<file path="src/rtl/vga_pixel_feeder.sv">
// Pixmap write-side feeder for the 40x30 VGA image block: buffers CPU pixels in a small
// FIFO and replays them as add_input strobes, tracking the display cursor and clears.
module vga_pixel_feeder #(
  parameter int PW      = 40,
  parameter int PH      = 30,
  parameter int DEPTH   = 4,
  parameter int HOLD    = 2,
  parameter int GAP     = 2,
  parameter int CLR_CYC = 2
) (
  input  logic        clk_50,
  input  logic        reset,
  input  logic        in_valid,
  input  logic [11:0] in_rgb,
  output logic        in_ready,
  input  logic        clr_req,
  output logic        add_input,
  output logic [11:0] rgb_code,
  output logic        disp_reset,
  output logic [10:0] cursor,
  output logic        frame_done,
  output logic        busy
);

  localparam int AW    = $clog2(DEPTH);
  localparam int MAXHG = (HOLD > GAP) ? HOLD : GAP;
  localparam int MAXC  = (MAXHG > CLR_CYC) ? MAXHG : CLR_CYC;
  localparam int CW    = $clog2(MAXC) + 1;

  localparam logic [10:0]   LAST   = 11'(PW * PH - 1);
  localparam logic [CW-1:0] HOLD_L = CW'(HOLD - 1);
  localparam logic [CW-1:0] GAP_L  = CW'(GAP - 1);
  localparam logic [CW-1:0] CLR_L  = CW'(CLR_CYC - 1);

  localparam logic [1:0] ST_IDLE  = 2'd0;
  localparam logic [1:0] ST_DRIVE = 2'd1;
  localparam logic [1:0] ST_GAP   = 2'd2;
  localparam logic [1:0] ST_CLEAR = 2'd3;

  logic [1:0]    state;
  logic [CW-1:0] cnt;
  logic          clr_pend;

  logic [11:0]   mem [DEPTH];
  logic [AW:0]   wr_ptr;
  logic [AW:0]   rd_ptr;

  logic empty, full, push, pop, go_clear;
  logic hold_end, gap_end, clr_end;

  assign empty    = (wr_ptr == rd_ptr);
  assign full     = (wr_ptr[AW] != rd_ptr[AW]) && (wr_ptr[AW-1:0] == rd_ptr[AW-1:0]);
  assign in_ready = !full && !clr_pend && (state != ST_CLEAR);
  assign push     = in_valid && in_ready;

  assign hold_end = (state == ST_DRIVE) && (cnt == HOLD_L);
  assign gap_end  = (state == ST_GAP)   && (cnt == GAP_L);
  assign clr_end  = (state == ST_CLEAR) && (cnt == CLR_L);

  // A pending clear wins over queued pixels at both decision points.
  assign go_clear = clr_pend && ((state == ST_IDLE) || gap_end);
  assign pop      = !go_clear && !empty && ((state == ST_IDLE) || gap_end);

  assign busy = (state != ST_IDLE) || !empty || clr_pend;

  always_ff @(posedge clk_50) begin
    if (push) mem[wr_ptr[AW-1:0]] <= in_rgb;
  end

  always_ff @(posedge clk_50) begin
    if (reset || go_clear) begin
      wr_ptr <= '0;
      rd_ptr <= '0;
    end else begin
      if (push) wr_ptr <= wr_ptr + 1'b1;
      if (pop)  rd_ptr <= rd_ptr + 1'b1;
    end
  end

  always_ff @(posedge clk_50) begin
    if (reset) begin
      state      <= ST_IDLE;
      cnt        <= '0;
      clr_pend   <= 1'b0;
      add_input  <= 1'b0;
      rgb_code   <= '0;
      disp_reset <= 1'b0;
      cursor     <= '0;
      frame_done <= 1'b0;
    end else begin
      frame_done <= 1'b0;
      // A request arriving on the clear-entry edge is kept so it is not lost.
      if (clr_req)       clr_pend <= 1'b1;
      else if (go_clear) clr_pend <= 1'b0;

      if (go_clear) begin
        state      <= ST_CLEAR;
        cnt        <= '0;
        disp_reset <= 1'b1;
        cursor     <= '0;
      end else if (pop) begin
        state     <= ST_DRIVE;
        cnt       <= '0;
        add_input <= 1'b1;
        rgb_code  <= mem[rd_ptr[AW-1:0]];
      end else begin
        case (state)
          ST_DRIVE: begin
            if (hold_end) begin
              add_input <= 1'b0;
              state     <= ST_GAP;
              cnt       <= '0;
              if (cursor == LAST) begin
                cursor     <= '0;
                frame_done <= 1'b1;
              end else begin
                cursor <= cursor + 11'd1;
              end
            end else begin
              cnt <= cnt + CW'(1);
            end
          end
          ST_GAP: begin
            if (gap_end) state <= ST_IDLE;
            else         cnt   <= cnt + CW'(1);
          end
          ST_CLEAR: begin
            if (clr_end) begin
              disp_reset <= 1'b0;
              state      <= ST_IDLE;
            end else begin
              cnt <= cnt + CW'(1);
            end
          end
          default: ;
        endcase
      end
    end
  end

endmodule
</file>
<file path="config.mk">
export PLATFORM = sky130hd
export DESIGN_NAME = vga_pixel_feeder
export DESIGN_NICKNAME = d
export VERILOG_FILES = /design/src/rtl/vga_pixel_feeder.sv
export SDC_FILE = /design/constraint.sdc
export NUM_CORES = 1
export LEC_CHECK = 0
export CORE_ASPECT_RATIO = 0.6
export CORE_MARGIN = 3
export CORE_UTILIZATION = 59
export CTS_CLUSTER_SIZE = 10
export DETAILED_ROUTE_END_ITERATION = 7
export GPL_TIMING_DRIVEN = 0
export MAX_ROUTING_LAYER = met4
export PLACE_DENSITY = 0.93
export SETUP_SLACK_MARGIN = 0.3
export SYNTH_ARGS = -nofsm -noshare
export SYNTH_HDL_FRONTEND = slang
export SYNTH_SLANG_ARGS = --single-unit
</file>
<file path="constraint.sdc">
create_clock -name clk_50 -period 6.7 [get_ports clk_50]
set_input_delay 1.675 -clock clk_50 [delete_from_list [all_inputs] [get_ports clk_50]]
set_output_delay 1.675 -clock clk_50 [all_outputs]
set_load 0.005 [all_outputs]
</file>
### Word-level counts from Yosys, hierarchy flattened

Memory sizes are Yosys's and may differ from the RTL's. A register that Yosys moved wholly into a read port is not among the register bits.
Index checks and enable logic that the tools add are counted.

* bits in registers: 25
* memory bits (writable): 48
* input bits: 16
* output and inout port bits: 28
* logic and storage cells: 92
* memories kept: 1

* add/subtract/negate cells: 4
* equality and inequality tests: 15
* multiplexer cells: 23
* bitwise operators: 4
* reductions and logical operators: 36

Memory list
* mem: words 4, width 12, read ports 1, clocked after Yosys merged registers in 1, write ports 1, line 44 `logic [11:0] mem [DEPTH];`

Operators with widths (count)
* $mux W2: 8
* $mux W1: 12
* $ne A4 B4 Y1 const B: 3
* $pmux W2 S3: 2
* $reduce_and A3 Y1: 4
* $reduce_bool A2 Y1: 6
* $add A11 B1 Y11 const B: 1
* $eq A11 B11 Y1 const B: 1
* $mux W11: 1
* $logic_and A1 B1 Y1: 10
* $add A3 B1 Y3 const B: 2
* $ne A2 B2 Y1 const B: 3
* $reduce_bool A5 Y1: 1
* $reduce_or A5 Y1: 1
* $eq A2 B1 Y1 const B: 2
* $eq A2 B2 Y1 const B: 2
* $logic_not A1 Y1: 4
* $logic_or A1 B1 Y1: 4
* $not A1 Y1: 4
* $reduce_and A4 Y1: 1
* $eq A3 B3 Y1: 1
* $reduce_bool A3 Y1: 1
* $reduce_or A3 Y1: 1
* $add A2 B1 Y2 const B: 1
* other kinds (6): 6

### Depth between registers and ports, before layout

Gate-level depths: netlist of run 1.

* depth after elaboration: 9
* depth in mapped cells: 8
* depth with buffers taken out: 6

### Worst setup path after synthesis of run 1

OpenSTA, ideal clock, no wires.

* path kind: input port to flip-flop
* start point: in in_valid
* end point: mem mem[3][0] (enable)
* setup time: 0.409 ns
* arrival time: 2.864 ns
* data required time: 6.291 ns
* path slack: 3.426 ns
* stages on the path: 2
* path buffers: 0
* path through: nand2_1 a311oi_1

* cells in the longest elaborated chain, start to end: 3

RTL lines
* start, declared: line 13 `input logic in_valid,`
* $logic_and A1 B1 Y1: line 54 `assign push = in_valid && in_ready;`
* $mux W1: line 67 `if (push) mem[wr_ptr[AW-1:0]] <= in_rgb;`
* $mux W1 (not written as such): line 67
* end, declared: line 44

No other way between the ends.

### Worst setup path after layout of run 1

* start point: reg state[1]
* end point: out in_ready

* cells in the longest elaborated chain, start to end: 2

RTL lines
* start, declared: line 40 `logic [1:0] state;`
* start signal, assigned: line 82 `state <= ST_IDLE;`
* start signal, assigned: line 97 `state <= ST_CLEAR;`
* start signal, assigned: line 102 `state <= ST_DRIVE;`
* $ne A2 B2 Y1: line 53 `assign in_ready = !full && !clr_pend && (state != ST_CLEAR);`
* $logic_and A1 B1 Y1: line 53
* end, declared: line 15 `output logic in_ready,`

No other way between the ends.

==> run_results.csv, run 1 <==
group,metric,value,unit
routing,drt_pre_antenna_iters,5,
global_route,grt_pass1_vias,2565,
clocking,cts_tree,"yes",
routing,drt_iter0_drc,300,
synth,yosysSeqAreaShare,60.2,%
layout,area_growth,21.8,%
global_route,grt_pass1_wl,13.3,mm
job,maxCapViolations,0,
synth,syn_area,3630,µm²
synth,ys_ff_latch,85,
layout,drive_above_1_share,12.6,%
global_route,gr-total-overflow,0,
clocking,clock-sinks,85,
sta,relSlewSlack,42.5,%
clocking,h-tree-depth,3,
floorplanning,die_area,7160,µm²
sta,worstMarginPinSlew,0.857,ns
synth,synth_area_leaders,"edfxtp_1 40%, dfxtp_1 20%, mux4_2 7.5%",
setup_path,ff2ff_path_depth,4,
setup_path,cp-end-kind,"output pin",
sta,setup_viol,0,
synth,syn_inst,275,
status,status,"finished, final reports clean",
floorplanning,coreArea,5750,µm²
synth,synth_area_leader_cell,"edfxtp_1",
clocking,cts.path.max_buffers,2,
clocking,clk_pin_slew,0.10,ns
global_route,grt_max_degree,17,
setup_path,path_cells,"ha_1, or2_2, a31oi_1, clkdlybuf4s50_1",
power_and_ir_drop,power.leakage,1.48,nW
setup_path,rrSetupSlack,3.85,ns
routing,drc,0,
setup_path,critPathKind,"flop to output pin",
clocking,cts_setup_buffers,0,
layout,finalNetCount,356,
sta,worst_slack,2.86,ns
sta,hold_slack,0.490,ns
synth,synth.avg_cell_area,13.2,µm²
placed_design,port_buffers,42,
layout,fin_util,76.8,%
setup_path,critPathMaxFanout,7,
clocking,insertion_delay,0.37,ns
power_and_ir_drop,power_frac_comb,29.7,%
min_path,hold_path.class,"flop to flop",
sta,clock_skew,0.0171,ns
clocking,cts_hold_buf,0,
floorplanning,die_y,66.7,µm
power_and_ir_drop,p_seq_share,41.6,%
clocking,cts-root-buf,"clkbuf_8",
routing,antenna_left,0,
placed_design,dp_slack,2.84,ns
global_route,grt_usage,26.1,%
setup_path,crit_end,"in_ready",
clocking,cts_buffers,9,
sta,period_share,57.3,%
setup_path,cp-start-kind,"flop",
power_and_ir_drop,irDropWorstVdd,0.228,mV
synth,yosys_warnings,0,
synth,syn-num-nets,302,
routing,drt-vias-per-instance,6.20,
setup_path,arrival,2.17,ns
setup_path,crit_path_max_incr_delay,0.53,ns
setup_path,cp_slowest_cell,"clkdlybuf4s50_1",
setup_path,crit_path_start,"state[1]",
setup_path,cp_num_buf_inv,1,
power_and_ir_drop,p_int,1.08,mW
layout,nFillCells,337,
placed_design,placed_area,4170,µm²
placed_design,dp_hpwl,5.40,mm
placed_design,gp_congestion,0.890,
power_and_ir_drop,clkPwrFrac,28.7,%
global_route,antenna_found_initial,0,
floorplanning,rows,21,
sta,max_freq,260,MHz
setup_path,required,5.03,ns
sta,finalHoldViolations,0,
sta,period_needed,3.84,ns
layout,final_cell_area,4420,µm²
layout,diodes,0,
floorplanning,die_x,107,µm
setup_path,r2r-end,"mem[0][2]",
power_and_ir_drop,switchingPower,0.481,mW
setup_path,crit_family,"buffers and inverters",
routing,post_drt_wl_per_cell,19.8,µm
clocking,cts.repair.resized,0,
routing,postRouteWirelength,8.19,mm
power_and_ir_drop,netSwitchingFraction,30.9,%
sta,setup_tns,0,ns
sta,slew_violations,0,
sta,rsz0062_at_grt,"no",
power_and_ir_drop,power.density,353,nW/µm²
synth,netlist.area_leader.share,39.7,%
floorplanning,start_util,63.0,%
setup_path,crit_cells,4,
routing,dr_total_vias,2566,
setup_path,regToRegStartpoint,"state[1]",
synth,synth.distinct_cells,43,
floorplanning,ios,44,
==> power by group through the flow <==
stage / registers (mW) / clock network [mW] / logic [mW]
after floorplan: 0.649 / 0 / 0.301
after global placement: 0.652 / 0 / 0.424
after detailed placement: 0.657 / 0 / 0.439
after CTS: 0.647 / 0.450 / 0.460
after global routing: 0.652 / 0.477 / 0.506
final: 0.648 / 0.448 / 0.464
==> kinds of logic (layout without fill, tap and decap cells) <==
group / Yosys count / count (layout) / synth area share [%]
DFF: 85 / 85 / 60.2
and+or+nand+nor: 72 / 72 / 10.0
AOI/OAI and AO/OA: 50 / 50 / 9.38
muxes: 26 / 26 / 11.3
buffers and inverters: 24 / 83 / 2.93
adders and majority gates: 11 / 11 / 3.79
xor gates and xnor gates: 7 / 7 / 2.41
==> worst reg2reg max path: stages, from the launching register on <==
cell,delay (ns)
dfxtp_1,0.40
ha_1,0.31
or2_2,0.35
a311oi_1,0.73
and2_1,0.68
==> registers in the layout, summed over array words and instances (netlist names) <==
signal,cells
frame_done,1
state,2
cnt,2
disp_reset,1
mem,48
rd_ptr,3
add_input,1
rgb_code,12
wr_ptr,3
clr_pend,1
cursor,11
==> cell usage in the layout (no fill, tap or decap), types with 2 or more instances in the layout <==
master	instances
and2_1	5
a311oi_2	2
clkbuf_8	9
nand3_1	9
a21oi_1	17
nor4_1	2
buf_4	3
nand4_1	2
o31ai_1	8
dfxtp_1	37
nand2_1	10
mux4_2	12
clkbuf_1	6
inv_6	2
ha_1	11
xnor2_1	4
edfxtp_1	48
nor2_1	24
a311oi_1	2
a31oi_1	2
bufinv_16	3
a21o_1	4
mux2i_1	14
buf_2	4
o22ai_1	2
or4_1	7
inv_1	11
and3_1	4
clkdlybuf4s50_1	42
nor3_1	4
o21ai_0	5
==> metal layers <==
layer | global-route usage (%) | part of all wire [%] | wire [µm] | up-vias
met5 | - | 0 | 0 | -
met2 | 38.6 | 47 | 3850 | 147
met4 | 11.8 | 2.1 | 176 | 0
met1 | 33.2 | 41 | 3330 | 1241
li1 | - | - | - | 1155
met3 | 8.42 | 10 | 830 | 23
==> worst min path at each step <==
stage,cells after the start,slack [ns],end,start
after detailed placement,2,0.47,disp_reset,disp_reset
after floorplan,2,0.47,disp_reset,disp_reset
after global placement,2,0.46,disp_reset,disp_reset
after CTS,2,0.49,disp_reset,disp_reset
after global routing,2,0.53,rgb_code[2],rgb_code[2]
final,2,0.49,disp_reset,disp_reset
==> cell type report <==
type	instances	area (µm²)	area share, %
Sequential cell	85	2180	49.4
Multi-Input combinational cell	166	1350	30.5
Timing Repair Buffer	43	432	9.77
Clock inverter	7	128	2.89
Clock buffer	9	124	2.80
Tap cell	80	100	2.27
Buffer	13	65.1	1.47
Inverter	11	41.3	0.935
==> cell usage after synthesis <==
library cell  number
a211o_1            1
a211oi_1           1
a21o_1             4
a21oi_1           17
a221oi_1           1
a221oi_2           1
a22oi_1            1
a311oi_1           3
a311oi_2           1
a31oi_1            2
a32o_1             1
a32oi_1            1
and2_1             5
and3_1             4
buf_2              4
buf_4              3
clkbuf_1           6
dfxtp_1           37
edfxtp_1          48
ha_1              11
inv_1             11
mux2i_1           14
mux4_2            12
nand2_1           10
nand2b_1           1
nand3_1            9
nand3b_1           1
nand4_1            2
nor2_1            24
nor3_1             4
nor4_1             2
o21a_1             1
o21ai_0            5
o22ai_1            2
o31ai_1            8
or2_2              1
or3_1              1
or4_1              7
or4b_1             1
xnor2_1            4
xnor2_2            1
xnor2_4            1
xor2_1             1
==> stage by stage <==
stage / std cells / total power [mW]
final: 414 / 1.56
after global routing: 414 / 1.63
after CTS: 414 / 1.56
after detailed placement: 398 / 1.10
after global placement: 397 / 1.08
after floorplan: 275 / 0.950
Power figures use the tool's default switching activity.
==> run 2, diff against run 1 <==
--- a/config.mk
+++ b/config.mk
@@ -7,12 +7,12 @@
 export LEC_CHECK = 0
 export CORE_ASPECT_RATIO = 0.6
 export CORE_MARGIN = 3
-export CORE_UTILIZATION = 59
+export CORE_UTILIZATION = 55
 export CTS_CLUSTER_SIZE = 10
 export DETAILED_ROUTE_END_ITERATION = 7
 export GPL_TIMING_DRIVEN = 0
 export MAX_ROUTING_LAYER = met4
-export PLACE_DENSITY = 0.93
+export PLACE_DENSITY = 0.88
 export SETUP_SLACK_MARGIN = 0.3
 export SYNTH_ARGS = -nofsm -noshare
 export SYNTH_HDL_FRONTEND = slang
==> constraint.sdc (replaced) <==
create_clock -name clk_50 -period 3.7 [get_ports clk_50]
set_input_delay 0.925 -clock clk_50 [delete_from_list [all_inputs] [get_ports clk_50]]
set_output_delay 0.925 -clock clk_50 [all_outputs]
set_load 0.005 [all_outputs]
==> run 2 against run 1 <==
  * Sequential power is 81% higher
  * Worst hold slack improved by 0.013 ns
  * Die area up 6.7%
  * Global-route usage is 5.3 points lower
  * Non-clock buffer count did not move
  * Sequential share of layout area increased by 0.78 points
  * Total power increased by 63%
  * First-iteration DRC count down 42%
==> run_results.csv, run 2 (same netlist as run 1, synthesis figures left out) <==
group,metric,value,unit
layout,area_growth,19.9,%
clocking,cts-root-buf,"clkbuf_8",
routing,drt-vias-per-instance,5.83,
placed_design,dp.cells,402,
job,maxCapViolations,0,
sta,period_share,79.7,%
power_and_ir_drop,irDropWorstVdd,0.380,mV
routing,drc,0,
clocking,clock-sinks,85,
global_route,grt_usage,20.8,%
status,status,"finished, final reports clean",
layout,fin_util,69.6,%
setup_path,critPathMaxFanout,7,
layout,final_cell_count_no_fill,418,
sta,rsz0062_at_grt,"no",
sta,setup_viol,0,
clocking,clk_pin_slew,0.08,ns
routing,antenna_left,0,
placed_design,placed_area,4170,µm²
placed_design,dp_hpwl,5.19,mm
layout,drive_above_1_share,12.0,%
power_and_ir_drop,power,2.55,mW
routing,drt_iter0_drc,175,
power_and_ir_drop,power.density,586,nW/µm²
placed_design,gp_congestion,0.885,
routing,dr_total_vias,2437,
floorplanning,rows,22,
layout,final_cell_area,4350,µm²
sta,worstMarginPinSlew,0.719,ns
sta,clock_skew,0.00861,ns
clocking,cts_hold_buf,0,
sta,finalHoldViolations,0,
sta,relSlewSlack,51.8,%
global_route,grt_pass1_vias,2274,
power_and_ir_drop,power.leakage,1.43,nW
routing,postRouteWirelength,7.18,mm
global_route,gr-total-overflow,0,
floorplanning,die_y,68.9,µm
sta,max_freq,339,MHz
global_route,antenna_found_initial,0,
sta,period_needed,2.95,ns
clocking,cts.path.max_buffers,2,
clocking,cts_buffers,9,
setup_path,rrSetupSlack,1.03,ns
setup_path,cp-end-kind,"output pin",
layout,final_common_cell,"edfxtp_1",
sta,hold_slack,0.503,ns
floorplanning,die_x,111,µm
clocking,cts_setup_buffers,0,
setup_path,cp-start-kind,"flop",
global_route,grt_max_degree,15,
global_route,grt_pass1_wl,11.6,mm
placed_design,dp_slack,0.595,ns
floorplanning,ios,44,
sta,worst_slack,0.751,ns
setup_path,required,2.77,ns
floorplanning,coreArea,6250,µm²
setup_path,critPathKind,"flop to output pin",
placed_design,port_buffers,42,
layout,finalNetCount,356,
clocking,insertion_delay,0.35,ns
clocking,h-tree-depth,3,
routing,drt_pre_antenna_iters,4,
layout,largest_register_ffs,48,
routing,post_drt_wl_per_cell,17.2,µm
layout,final_cell_mix,"48 x edfxtp_1, 42 x clkdlybuf4s50_1, 37 x dfxtp_1",
sta,slew_violations,0,
floorplanning,start_util,58.0,%
clocking,cts.repair.resized,0,
clocking,cts_tree,"yes",
floorplanning,die_area,7640,µm²
layout,diodes,0,
sta,setup_tns,0,ns
min_path,hold_path.class,"flop to flop",
setup_path,arrival,2.02,ns
run 2: cell count changes in the layout (fill, tap and decap cells not counted):
cell        before  now
bufinv_16        3    0
inv_6            2    1
clkinvlp_4       0    2
clkbuf_8         9   10
clkbuf_1         6    8
inv_8            1    0
run 2: worst paths after layout:
check | endpoint | cells after the start | startpoint
hold reg to reg | rgb_code[5] | 2 | rgb_code[5]
setup reg to reg | mem[1][4] | 4 | state[1]
setup / recovery | in_ready | 4 | state[1]
hold / removal | rgb_code[5] | 2 | rgb_code[5]
run 2: power by group:
part	internal, mW	total (mW)	switching [mW]
logic	0.389	0.796	0.407
registers	1.10	1.17	0.0633
clock network	0.266	0.586	0.320
total	1.76	2.55	0.791
run 2: layer usage:
metal / vias up / routed length (µm) / track usage (%)
met2: 101 / 3360 / 31.5
met4: 0 / 73 / 7.22
li1: 1156 / - / -
met5: - / 0 / -
met1: 1169 / 3220 / 27.7
met3: 11 / 520 / 5.49
run 2: final cells by class:
cell class,count,area (µm²)
Tap cell,84,105
Sequential cell,85,2180
Clock inverter,4,32.5
Buffer,13,65.1
Clock buffer,12,145
Timing Repair Buffer,43,432
Inverter,11,41.3
Multi-Input combinational cell,166,1350
Fill cell,404,1900
run 2: critical path: stages, from the launching register on:
cell	delay [ns]
dfxtp_1	0.38
ha_1	0.28
or2_2	0.34
a31oi_1	0.15
clkdlybuf4s50_1	0.52
